`config.mk`:
```
export PLATFORM = sky130hd
export DESIGN_NAME = pipeline_debug_unit
export DESIGN_NICKNAME = d
export VERILOG_FILES = /design/src/rtl/pipeline_debug_unit.sv
export SDC_FILE = /design/constraint.sdc
export NUM_CORES = 1
export LEC_CHECK = 0
export BUFFER_PORTS_ARGS = -buffer_cell sky130_fd_sc_hd__buf_4
export CORE_UTILIZATION = 43
export DETAILED_ROUTE_END_ITERATION = 8
export PLACE_DENSITY = 0.77
export SYNTH_ARGS = -nofsm -noshare
export SYNTH_HDL_FRONTEND = slang
export SYNTH_SLANG_ARGS = --single-unit
```
`constraint.sdc`:
```
create_clock -name i_clk -period 5.4 [get_ports i_clk]
set_clock_uncertainty 0.15 [all_clocks]
set_input_delay 0.27 -clock i_clk [delete_from_list [all_inputs] [get_ports i_clk]]
set_output_delay 0.27 -clock i_clk [all_outputs]
set_load 0.05 [all_outputs]
```
`src/rtl/pipeline_debug_unit.sv`:
```
// Host-side debug controller for the 5-stage MIPS pipeline, driven by UART bytes.
// Ports:
//   i_clk, i_reset                 clock, asynchronous active-high reset
//   i_rx_data, i_rx_done           received byte and its 1-cycle strobe
//   i_tx_done                      UART finished sending the current byte
//   o_tx_start, o_tx_data          1-cycle send strobe and byte to send
//   i_pc, i_mem, i_reg             pipeline readback words (i_mem/i_reg at o_debug_addr)
//   i_halt                         pipeline has retired HALT
//   o_write, o_instruction         instruction-memory load strobe and word
//   o_enable                       pipeline clock enable
//   o_debug_addr                   register/memory readback index
//   o_busy                         controller is not idle
module pipeline_debug_unit #(
    parameter int unsigned INST_SZ = 32,
    parameter int unsigned PC_SZ   = 32,
    parameter int unsigned REG_SZ  = 5,
    parameter int unsigned BYTE_SZ = 8
) (
    input  logic               i_clk,
    input  logic               i_reset,
    input  logic [BYTE_SZ-1:0] i_rx_data,
    input  logic               i_rx_done,
    input  logic               i_tx_done,
    output logic               o_tx_start,
    output logic [BYTE_SZ-1:0] o_tx_data,
    input  logic [PC_SZ-1:0]   i_pc,
    input  logic [INST_SZ-1:0] i_mem,
    input  logic [INST_SZ-1:0] i_reg,
    input  logic               i_halt,
    output logic               o_write,
    output logic [INST_SZ-1:0] o_instruction,
    output logic               o_enable,
    output logic [REG_SZ-1:0]  o_debug_addr,
    output logic               o_busy
);

    localparam int unsigned BPW       = INST_SZ / BYTE_SZ;
    localparam int unsigned BIDX_W    = (BPW > 1) ? $clog2(BPW) : 1;
    localparam int unsigned NREG      = 2 ** REG_SZ;
    localparam int unsigned WIDX_W    = REG_SZ + 2;
    localparam int unsigned LAST_WORD = 2 * NREG;
    localparam int unsigned PAD_W     = INST_SZ - BYTE_SZ;

    localparam logic [BYTE_SZ-1:0] CMD_LOAD  = BYTE_SZ'(8'h4C);
    localparam logic [BYTE_SZ-1:0] CMD_RUN   = BYTE_SZ'(8'h52);
    localparam logic [BYTE_SZ-1:0] CMD_STEP  = BYTE_SZ'(8'h53);
    localparam logic [BYTE_SZ-1:0] CMD_DUMP  = BYTE_SZ'(8'h44);
    localparam logic [BYTE_SZ-1:0] REPLY_ACK = BYTE_SZ'(8'h4B);
    localparam logic [BYTE_SZ-1:0] REPLY_UNK = BYTE_SZ'(8'h3F);

    typedef enum logic [3:0] {
        IDLE, LD_CNT, LD_BYTE, LD_WR, RUN, STEP,
        DP_ADDR, DP_SETTLE, DP_LATCH, TX_SEND, TX_WAIT, ACK
    } state_t;

    state_t              r_state;
    logic [BIDX_W-1:0]   r_byte_idx;   // byte within current word (load and dump)
    logic [WIDX_W-1:0]   r_word_idx;   // dump word: 0 = PC, 1..NREG = regs, then mems
    logic [BYTE_SZ-1:0]  r_words_left;
    logic [INST_SZ-1:0]  r_shift;      // outgoing word, MSB byte first
    logic                r_dumping;    // TX completion continues the dump rather than idling

    // Single-process controller; strobes default low every cycle.
    always_ff @(posedge i_clk or posedge i_reset) begin
        if (i_reset) begin
            r_state       <= IDLE;
            r_byte_idx    <= '0;
            r_word_idx    <= '0;
            r_words_left  <= '0;
            r_shift       <= '0;
            r_dumping     <= 1'b0;
            o_tx_start    <= 1'b0;
            o_tx_data     <= '0;
            o_write       <= 1'b0;
            o_instruction <= '0;
            o_enable      <= 1'b0;
            o_debug_addr  <= '0;
            o_busy        <= 1'b0;
        end else begin
            o_write    <= 1'b0;
            o_tx_start <= 1'b0;
            o_enable   <= 1'b0;

            case (r_state)
                IDLE: begin
                    o_debug_addr <= '0;
                    r_byte_idx   <= '0;
                    r_word_idx   <= '0;
                    r_dumping    <= 1'b0;
                    if (i_rx_done) begin
                        o_busy <= 1'b1;
                        case (i_rx_data)
                            CMD_LOAD: r_state <= LD_CNT;
                            CMD_RUN:  r_state <= RUN;
                            CMD_STEP: r_state <= STEP;
                            CMD_DUMP: r_state <= DP_ADDR;
                            default: begin
                                r_shift <= {REPLY_UNK, {PAD_W{1'b0}}};
                                r_state <= TX_SEND;
                            end
                        endcase
                    end
                end

                LD_CNT: begin
                    if (i_rx_done) begin
                        r_words_left <= i_rx_data;
                        r_state      <= (i_rx_data == '0) ? ACK : LD_BYTE;
                    end
                end

                LD_BYTE: begin
                    if (i_rx_done) begin
                        o_instruction <= {o_instruction[INST_SZ-BYTE_SZ-1:0], i_rx_data};
                        r_byte_idx    <= r_byte_idx + BIDX_W'(1);
                        if (r_byte_idx == BIDX_W'(BPW - 1)) begin
                            r_byte_idx <= '0;
                            o_write    <= 1'b1;
                            r_state    <= LD_WR;
                        end
                    end
                end

                // o_write is high during this cycle
                LD_WR: begin
                    r_words_left <= r_words_left - BYTE_SZ'(1);
                    r_state      <= (r_words_left == BYTE_SZ'(1)) ? ACK : LD_BYTE;
                end

                ACK: begin
                    r_shift <= {REPLY_ACK, {PAD_W{1'b0}}};
                    r_state <= TX_SEND;
                end

                RUN: begin
                    if (i_halt) r_state <= DP_ADDR;
                    else        o_enable <= 1'b1;
                end

                // The single enable cycle overlaps DP_ADDR; readback happens later.
                STEP: begin
                    if (!i_halt) o_enable <= 1'b1;
                    r_state <= DP_ADDR;
                end

                // Word index 1..2*NREG maps onto address 0..NREG-1 twice (regs, then mems).
                DP_ADDR: begin
                    r_dumping    <= 1'b1;
                    o_debug_addr <= (r_word_idx == '0) ? '0 : REG_SZ'(r_word_idx - WIDX_W'(1));
                    r_state      <= DP_SETTLE;
                end

                DP_SETTLE: r_state <= DP_LATCH;

                DP_LATCH: begin
                    if (r_word_idx == '0)                   r_shift <= INST_SZ'(i_pc);
                    else if (r_word_idx <= WIDX_W'(NREG))   r_shift <= i_reg;
                    else                                    r_shift <= i_mem;
                    r_state <= TX_SEND;
                end

                TX_SEND: begin
                    o_tx_start <= 1'b1;
                    o_tx_data  <= r_shift[INST_SZ-1 -: BYTE_SZ];
                    r_shift    <= r_shift << BYTE_SZ;
                    r_state    <= TX_WAIT;
                end

                TX_WAIT: begin
                    if (i_tx_done) begin
                        if (r_dumping && (r_byte_idx != BIDX_W'(BPW - 1))) begin
                            r_byte_idx <= r_byte_idx + BIDX_W'(1);
                            r_state    <= TX_SEND;
                        end else if (r_dumping && (r_word_idx != WIDX_W'(LAST_WORD))) begin
                            r_byte_idx <= '0;
                            r_word_idx <= r_word_idx + WIDX_W'(1);
                            r_state    <= DP_ADDR;
                        end else begin
                            o_busy       <= 1'b0;
                            o_debug_addr <= '0;
                            r_state      <= IDLE;
                        end
                    end
                end

                default: r_state <= IDLE;
            endcase
        end
    end

endmodule

```
======== Word level (Yosys, flattened, before mapping) ========
Index checks and enable logic that the tools add are counted.
cells by class
  muxes and demuxes ....................... 46
  bitwise gates (word level) .............. 0
  div/mod/pow operators ................... 0
  reduce and logical (&&, ||, !) cells .... 22
  $add $sub $neg .......................... 4
  equality and inequality tests ........... 30
  shifts and indexed selects .............. 0
  multiply operators ...................... 0
  order comparisons ....................... 1
operators with widths
  cell                                                 count
  2-to-1 mux 32 bit                                    4
  one-hot mux 32 bit (4 select lines)                  1
  one-hot mux 4 bit (11 select lines)                  1
  2-to-1 mux 4 bit                                     9
  equality test 8 x 7 -> 1 bit, second input constant  4
  inequality test 2 bit, second input constant         11
  2-to-1 mux 7 bit                                     3
  2-to-1 mux 5 bit                                     4
  equality test 4 x 3 -> 1 bit, second input constant  4
  equality test 4 bit, second input constant           4
  one-hot mux 4 bit (4 select lines)                   1
  one-hot mux 8 bit (2 select lines)                   1
  one-hot mux 5 bit (3 select lines)                   1
  one-hot mux 7 bit (2 select lines)                   1
  AND reduction 4 bit                                  3
  2-to-1 mux 1 bit                                     10
  2-to-1 mux 2 bit                                     5
  equality test 4 x 2 -> 1 bit, second input constant  2
  equality test 8 x 1 -> 1 bit, second input constant  1
  logical NOT 8 bit                                    1
  2-to-1 mux 8 bit                                     1
  subtractor 8 x 1 -> 8 bit, second input constant     1
  adder 7 x 1 -> 7 bit, second input constant          1
  <= comparator 7 x 6 -> 1 bit, second input constant  1
  21 further kinds                                     28
word-level totals
  ROM bits ................................ 0
  output and inout port bits .............. 49
  memory bits (writable) .................. 0
  bits in latches ......................... 0
  memories kept ........................... 0
  logic and storage cells ................. 116
  bits in registers ....................... 103
  bits of input ports ..................... 109

======== Depth between registers and ports, before layout ========
Gate-level depths: netlist of run 1.
  word-level depth ........................ 6
  gate-level depth with buffers ........... 8
  gate-level depth less buffers ........... 6

======== Least setup slack after synthesis of run 1 ========
Ideal clock, no wire load.
  kind .................................... register to register
  start point ............................. reg r_word_idx[0]
  end point ............................... reg r_word_idx[0]
  path buffers ............................ 1
  required time ........................... 5125 ps
  path slack .............................. 3120 ps
  stages on the path, launching flop included .. 8
  arrival ................................. 2005 ps
  setup time .............................. 125 ps
  period minus slack after synthesis ...... 2280 ps
  path through ............................ dfrtp_1 inv_1 ha_1 or4b_4 buf_6 nor3_1 o21bai_1 mux2_2
on the way
  cells in the longest elaborated chain, start to end .. 5
  elaborated cells between the ends (all ways) .. 9
  those cells by class .................... add/sub: 1; eq/ne: 2; mux: 4; reduce/logical: 2
ends and longest elaborated chain
  what                                line  source
  from (decl)                         58    logic [WIDX_W-1:0] r_word_idx;
  from (signal assigned)              176   r_word_idx <= r_word_idx + WIDX_W'(1);
  adder 7 x 1 -> 7 bit                176
  2-to-1 mux 7 bit                    174   end else if (r_dumping && (r_word_idx != WIDX_W'(LAST_WORD))) begin
  2-to-1 mux 7 bit                    171   if (r_dumping && (r_byte_idx != BIDX_W'(BPW - 1))) begin
  2-to-1 mux 7 bit                    170   if (i_tx_done) begin
  one-hot mux 7 bit (2 select lines)  84    case (r_state)
Parallel ways exist; a longest one is shown, timed or not. The select of a mux whose other input is x is not followed.
A chain may end at the register's enable or synchronous reset.

======== Final worst setup path of run 1 ========
  start point ............................. reg r_state[3]
  end point ............................... reg r_shift[21]
on the way
  cells in the longest elaborated chain, start to end .. 3
  elaborated cells between the ends (all ways) .. 9
  those cells by class .................... eq/ne: 5; mux: 1; reduce/logical: 3
ends and longest elaborated chain
  what                                                                   line  source
  from (decl)                                                            56    state_t r_state;
  from (signal assigned)                                                 108   r_state <= (i_rx_data == '0) ? ACK : LD_BYTE;
  from (signal assigned)                                                 127   r_state <= (r_words_left == BYTE_SZ'(1)) ? ACK : LD_BYTE;
  equality test 4 bit or logical NOT 4 bit (tied branches)               84
  nonzero test 4 bit (no line) or inequality test 2 bit (tied branches)  --
  AND reduction 3 bit (no line)                                          --
  to (signal assigned)                                                   98    r_shift <= {REPLY_UNK, {PAD_W{1'b0}}};
  to (signal assigned)                                                   131   r_shift <= {REPLY_ACK, {PAD_W{1'b0}}};
  to (signal assigned)                                                   156   if (r_word_idx == '0) r_shift <= INST_SZ'(i_pc);
  to (decl)                                                              60    logic [INST_SZ-1:0] r_shift;
Parallel ways exist; a longest one is shown, timed or not.

==> impl_metrics.py, run 1 <==
metrics = {
    "status": {
        "status": "finished clean",
    },
    "placement": {
        "gp_congestion": 0.8921,
        "dp.final_hpwl_um": 11120,
        "portBuffers": 157,
        "pre_cts_ws_ns": 2.443,
    },
    "clock_network": {
        "cts_sinks": 103,
        "insertion_delay_ns": 0.35,
        "htreeDepth": 3,
        "clk_pin_slew_ns": 0.07,
        "cts_tree": "yes",
        "clockBufferDepth": 2,
        "post_cts_buffers": 0,
        "cts_buffers": 9,
        "cts_root_buffer": "clkbuf_16",
    },
    "routing": {
        "drc": 0,
        "ant_nets": 0,
        "dr.pass1.iters": 7,
        "drtIter0Drc": 441,
        "routed_wl_um": 15560,
        "vias_per_cell": 6.073,
        "routedWlPerCell_um": 18.95,
        "vias": 4986,
    },
    "yosys": {
        "synth.area.top_cells": "dfrtp_1 46%, mux2_2 8.4%, a221o_1 3.4%",
        "synth_top_cell_area_share": 0.4554,
        "synth_cells": 513,
        "yosys_warnings": 0,
        "synth_area_mm2": 0.005659,
        "ys.flop_type": "dfrtp_1",
        "synth_enable_flop_cells": 0,
        "yosysUniqueCellTypes": 64,
        "synth-async-reset-ratio": 1.000,
        "yosysSeqAreaShare": 0.4554,
        "synth_largest_area_cell": "dfrtp_1",
        "synth_nets": 627,
        "synth_common_cells": "103 x dfrtp_1, 42 x mux2_2, 26 x clkbuf_1",
        "ys_ff_latch": 103,
        "syn_area_per_cell_um2": 11.03,
        "synth.most_common_cell": "dfrtp_1",
    },
    "floorplan": {
        "start_util": 0.4448,
        "fp-row-count": 41,
        "die_y_um": 116.7,
        "die_x_um": 116.7,
        "core_area_mm2": 0.01272,
        "die_area_mm2": 0.01362,
        "pin_count": 158,
    },
    "final_layout": {
        "syn_to_final_growth_pct": 28.15,
        "final-seq-area_mm2": 0.002577,
        "finalNetCount": 758,
        "layout-drive-gt1-share": 0.3713,
        "num_antenna_cells": 0,
        "fill_cells": 1126,
        "multi_input_area_mm2": 0.002819,
    },
    "timing": {
        "slew_violations": 0,
        "max_freq_mhz": 329.9,
        "worstMarginPinSlew_ns": 1.195,
        "rsz0062_at_grt": "false",
        "setup_viol": 0,
        "fin_crit_ns": 3.031,
        "setup_tns_ns": 0,
        "hold_viol_final": 0,
        "timing.slew.headroom": 0.2035,
        "fin_crit_sh": 0.5614,
        "finalWorstSetupSlack_ns": 2.369,
    },
    "setup_path": {
        "crit_arrival_ns": 3.12,
        "cp-end-kind": "flop",
        "crit_path_max_fanout": 28,
        "startpoint_type": "flop",
        "critical_path_class": "flop to flop",
        "crit_required_ns": 5.49,
    },
    "power": {
        "leakage_uw": 0.003267,
        "p_per_area_mw_per_mm2": 558.7,
        "irDropWorstVdd_uv": 336.3,
    },
    "global_routing": {
        "grt_use_total": 0.2401,
        "grt_pass1_vias": 5024,
        "grt_max_degree": 62,
        "antenna_found_initial": 0,
        "grt_overflow": 0,
        "grt_pass1_wl_um": 25020,
    },
    "run": {
        "timing.max_cap.violations": 0,
    },
    "hold_path": {
        "holdCritPathClass": "primary input to flop",
    },
}
[worst max-delay path, stage by stage, from the launching register on]
cell and delay, ns:
dfrtp_1 0.89, inv_1 0.31, or3_1 0.57, o21a_1 0.49, a221o_1 0.49
[flip-flops by register name (all words and copies together), names as in the netlist, 2 cells and up]
register and flops:
r_state 4, r_byte_idx 2, o_debug_addr 5, o_instruction 32, r_word_idx 7, r_words_left 8, r_shift 32, o_tx_data 8
[placed cells by master, fill, tap and decap left out, types with 15 or more instances in the layout]
cell / synthesis / routed
a221o_1: 19 / 19
nand2_1: 17 / 17
mux2_2: 42 / 42
o21ai_0: 20 / 19
dfrtp_1: 103 / 103
a21oi_1: 25 / 25
nor2_1: 15 / 15
a32o_1: 18 / 18
a22o_1: 18 / 18
buf_4: 1 / 163
[report_power, final]
group          switching [uW]  total (uW)  internal [uW]
clock network             311         728            417
logic                    1180        1960            779
registers                 289        1360           1070
total                    1780        4050           2270
[logic make-up (layout without fill, tap and decap cells)]
logic type                 Yosys count  in the layout  synth area share
AOI/OAI and AO/OA                  178            178            0.2534
xor gates and xnor gates             5              5          0.007738
adders and majority gates            5              5           0.01105
buffers and inverters               60            196           0.04820
DFF                                103            103            0.4554
muxes                               54             54            0.1048
and+or+nand+nor                    108            108            0.1194
[per-stage QoR]
| stage | std cells | utilization | instance area, um2 | total power [uW] | hold WS, ns |
|---|---|---|---|---|---|
| finish | 821 | 0.5700 | 7252 | 4051 | 0.04139 |
| global route | 821 | 0.5700 | 7252 | 4253 | 0.04901 |
| CTS | 821 | 0.5700 | 7252 | 4061 | 0.03772 |
| detailed placement | 803 | 0.5419 | 6894 | 3320 | 0.2046 |
| global placement | 803 | 0.5419 | 6894 | 3260 | 0.2004 |
| floorplan | 513 | - | 5659 | 2766 | 0.2033 |
[metal layers]
| metal | track usage | vias to the layer above | wire length, um |
|---|---|---|---|
| met5 | 0 | - | 0 |
| met4 | 0.09958 | 0 | 325 |
| met3 | 0.05501 | 26 | 1083 |
| met2 | 0.4028 | 234 | 7817 |
| met1 | 0.2984 | 2441 | 6335 |
| li1 | - | 2285 | - |
[path summary, 6_finish.rpt]
path | startpoint | end | slack, ns | cells after the start
max | r_state[3]$_DFFE_PP0P_ | r_shift[21]$_DFFE_PP0P_ | 2.37 | 4
min | i_rx_data[7] | r_words_left[7]$_DFFE_PP0P_ | 0.04 | 3
max reg2reg | r_state[3]$_DFFE_PP0P_ | r_shift[21]$_DFFE_PP0P_ | 2.37 | 4
min reg2reg | o_debug_addr[1]$_DFFE_PP0P_ | o_debug_addr[1]$_DFFE_PP0P_ | 0.35 | 1
max in group asynchronous | i_reset | r_state[2]$_DFFE_PP0P_ | 3.55 | 4
min in group asynchronous | i_reset | o_instruction[18]$_DFFE_PP0P_ | 0.37 | 3
[cell type report]
cell class                 count  area share
clock inverter                 7     0.01553
tap                          172     0.02968
inverter                      15    0.008109
multi-input combinational    350      0.3887
clock buffer                   9     0.03106
timing repair buffer         165      0.1715
sequential                   103      0.3554
[timing repair]
| item | CTS | global route |
|---|---|---|
| hold buffers | 2 | 0 |
| hold endpoints to repair | 43 | 0 |
| gates resized for setup | 0 | 0 |
No activity file was read; power rests on OpenSTA's default activity.
==> run 2: changes to the inputs <==
==> constraint.sdc (replaced) <==
create_clock -name i_clk -period 3.12 [get_ports i_clk]
set_clock_uncertainty 0.15 [all_clocks]
set_input_delay 0.156 -clock i_clk [delete_from_list [all_inputs] [get_ports i_clk]]
set_output_delay 0.156 -clock i_clk [all_outputs]
set_load 0.05 [all_outputs]
==> impl_metrics.py, run 2 (synthesis results as in run 1) <==
metrics = {
    "status": {
        "status": "finished clean",
    },
    "power": {
        "irDropWorstVdd_uv": 544.4,
        "p_clk_frac": 0.157,
        "p_int_uw": 3970,
        "leakage_uw": 0.003461,
        "switchingPower_uw": 3091,
        "seq_power_share": 0.324,
        "netSwitchingFraction": 0.4377,
        "p_per_area_mw_per_mm2": 922.0,
        "combPwrFrac": 0.519,
    },
    "timing": {
        "hold_slack_ns": 0.01063,
        "finalWorstSetupSlack_ns": 0.2081,
        "worstMarginPinSlew_ns": 1.099,
        "max_freq_mhz": 343.4,
        "rsz0062_at_grt": "false",
        "fin_crit_sh": 0.9333,
        "setup_tns_ns": 0,
        "slew_violations": 0,
        "hold_viol_final": 0,
        "timing.slew.headroom": 0.2674,
        "setup_viol": 0,
        "fin_crit_ns": 2.912,
    },
    "routing": {
        "dr.pass1.iters": 5,
        "drc": 0,
        "drtIter0Drc": 355,
        "vias_per_cell": 6.005,
        "vias": 5206,
        "ant_nets": 0,
        "routedWlPerCell_um": 18.72,
        "routed_wl_um": 16230,
    },
    "floorplan": {
        "pin_count": 158,
        "die_y_um": 116.7,
        "fp-row-count": 41,
        "die_area_mm2": 0.01362,
        "start_util": 0.4448,
        "core_area_mm2": 0.01272,
        "die_x_um": 116.7,
    },
    "global_routing": {
        "grt_pass1_vias": 5300,
        "grt_overflow": 0,
        "grt_use_total": 0.2522,
        "grt_max_degree": 62,
        "antenna_found_initial": 0,
        "grt_pass1_wl_um": 26190,
    },
    "clock_network": {
        "cts_buffers": 9,
        "insertion_delay_ns": 0.35,
        "clk_pin_slew_ns": 0.07,
        "cts_root_buffer": "clkbuf_16",
        "clockBufferDepth": 2,
        "cts_tree": "yes",
        "htreeDepth": 3,
        "cts_sinks": 103,
    },
    "run": {
        "timing.max_cap.violations": 0,
    },
    "setup_path": {
        "cp-end-kind": "flop",
        "crit_required_ns": 3.26,
        "critical_path_class": "primary input to flop",
        "crit_arrival_ns": 3.05,
        "crit_path_max_fanout": 26,
        "startpoint_type": "primary input",
    },
    "final_layout": {
        "final_common_cell": "buf_4",
        "syn_to_final_growth_pct": 35.33,
        "utilization": 0.6020,
        "layout-drive-gt1-share": 0.3669,
        "reg_top3": "o_instruction: 32 flops, r_shift: 32 flops",
        "num_antenna_cells": 0,
        "final_cell_mix": "179 x buf_4, 103 x dfrtp_1, 42 x mux2_2",
        "fill_cells": 1098,
        "finalNetCount": 806,
    },
    "placement": {
        "portBuffers": 157,
        "dp.final_hpwl_um": 11550,
        "gp_congestion": 0.8900,
        "pre_cts_ws_ns": 0.4224,
    },
    "hold_path": {
        "holdCritPathClass": "primary input to flop",
    },
}
==> run 2: layout make-up <==
type                    count  area [um2]  share of cell area
multi-input cells         350        2839              0.3707
clock inverters             5       58.81            0.007678
clock buffers               9       225.2             0.02941
repair buffers            213        1684              0.2199
inverters                  15       58.81            0.007678
well taps                 172       215.2             0.02810
flip-flops and latches    103        2577              0.3365
==> run 2: final timing paths <==
check,end,start,cells after the start,slack [ns]
worst max-delay path,r_shift[6]$_DFFE_PP0P_,i_rx_data[4],8,0.21
worst min-delay path,r_shift[23]$_DFFE_PP0P_,i_pc[23],3,0.01
max in group asynchronous,r_shift[22]$_DFFE_PP0P_,i_reset,4,1.65
min in group asynchronous,o_tx_data[6]$_DFFE_PP0P_,i_reset,3,0.38
worst min register to register,o_debug_addr[3]$_DFFE_PP0P_,o_debug_addr[3]$_DFFE_PP0P_,1,0.35
worst max register to register,r_shift[6]$_DFFE_PP0P_,r_word_idx[0]$_DFFE_PP0P_,8,0.22
==> run 2: power groups by stage <==
stage                     sequential (uW)  clock, uW  combinational, uW
after detailed placement             2290          0               3550
after global routing                 2360       1180               3890
after CTS                            2290       1130               3640
after global placement               2270          0               3460
final                                2290       1110               3670
after floorplan                      3070          0               1710
==> run 2: worst max-delay path, stage by stage <==
cell	delay, ns
dlygate4sd3_1	0.53
buf_4	0.16
or4b_1	0.62
a2111oi_4	0.40
o21a_1	0.16
buf_4	0.28
o2bb2ai_1	0.16
dlygate4sd3_1	0.57
==> run 2: metrics by stage <==
stage	instance area, um2	std cells	total power, uW
2_1_floorplan	5659	513	4787
3_3_place_gp	6984	815	5728
3_5_place_dp	6984	815	5843
4_1_cts	7609	863	7056
5_1_grt	7659	867	7432
6_report	7659	867	7061
==> run 2: routing by layer <==
metal | vias up | routed length [um] | GRT usage
met1 | 2556 | 6430 | 0.3068
met2 | 239 | 8359 | 0.4359
met5 | - | 0 | 0
met4 | 0 | 258 | 0.09705
met3 | 27 | 1181 | 0.05605
li1 | 2384 | - | -
==> run 2: repair_timing <==
action | 4_1_cts | 5_1_grt
setup buffers | 0 | 4
endpoints found under the setup margin | 0 | 6
gates resized for setup | 0 | 2
hold buffers | 34 | 0
hold endpoints to repair | 87 | 0
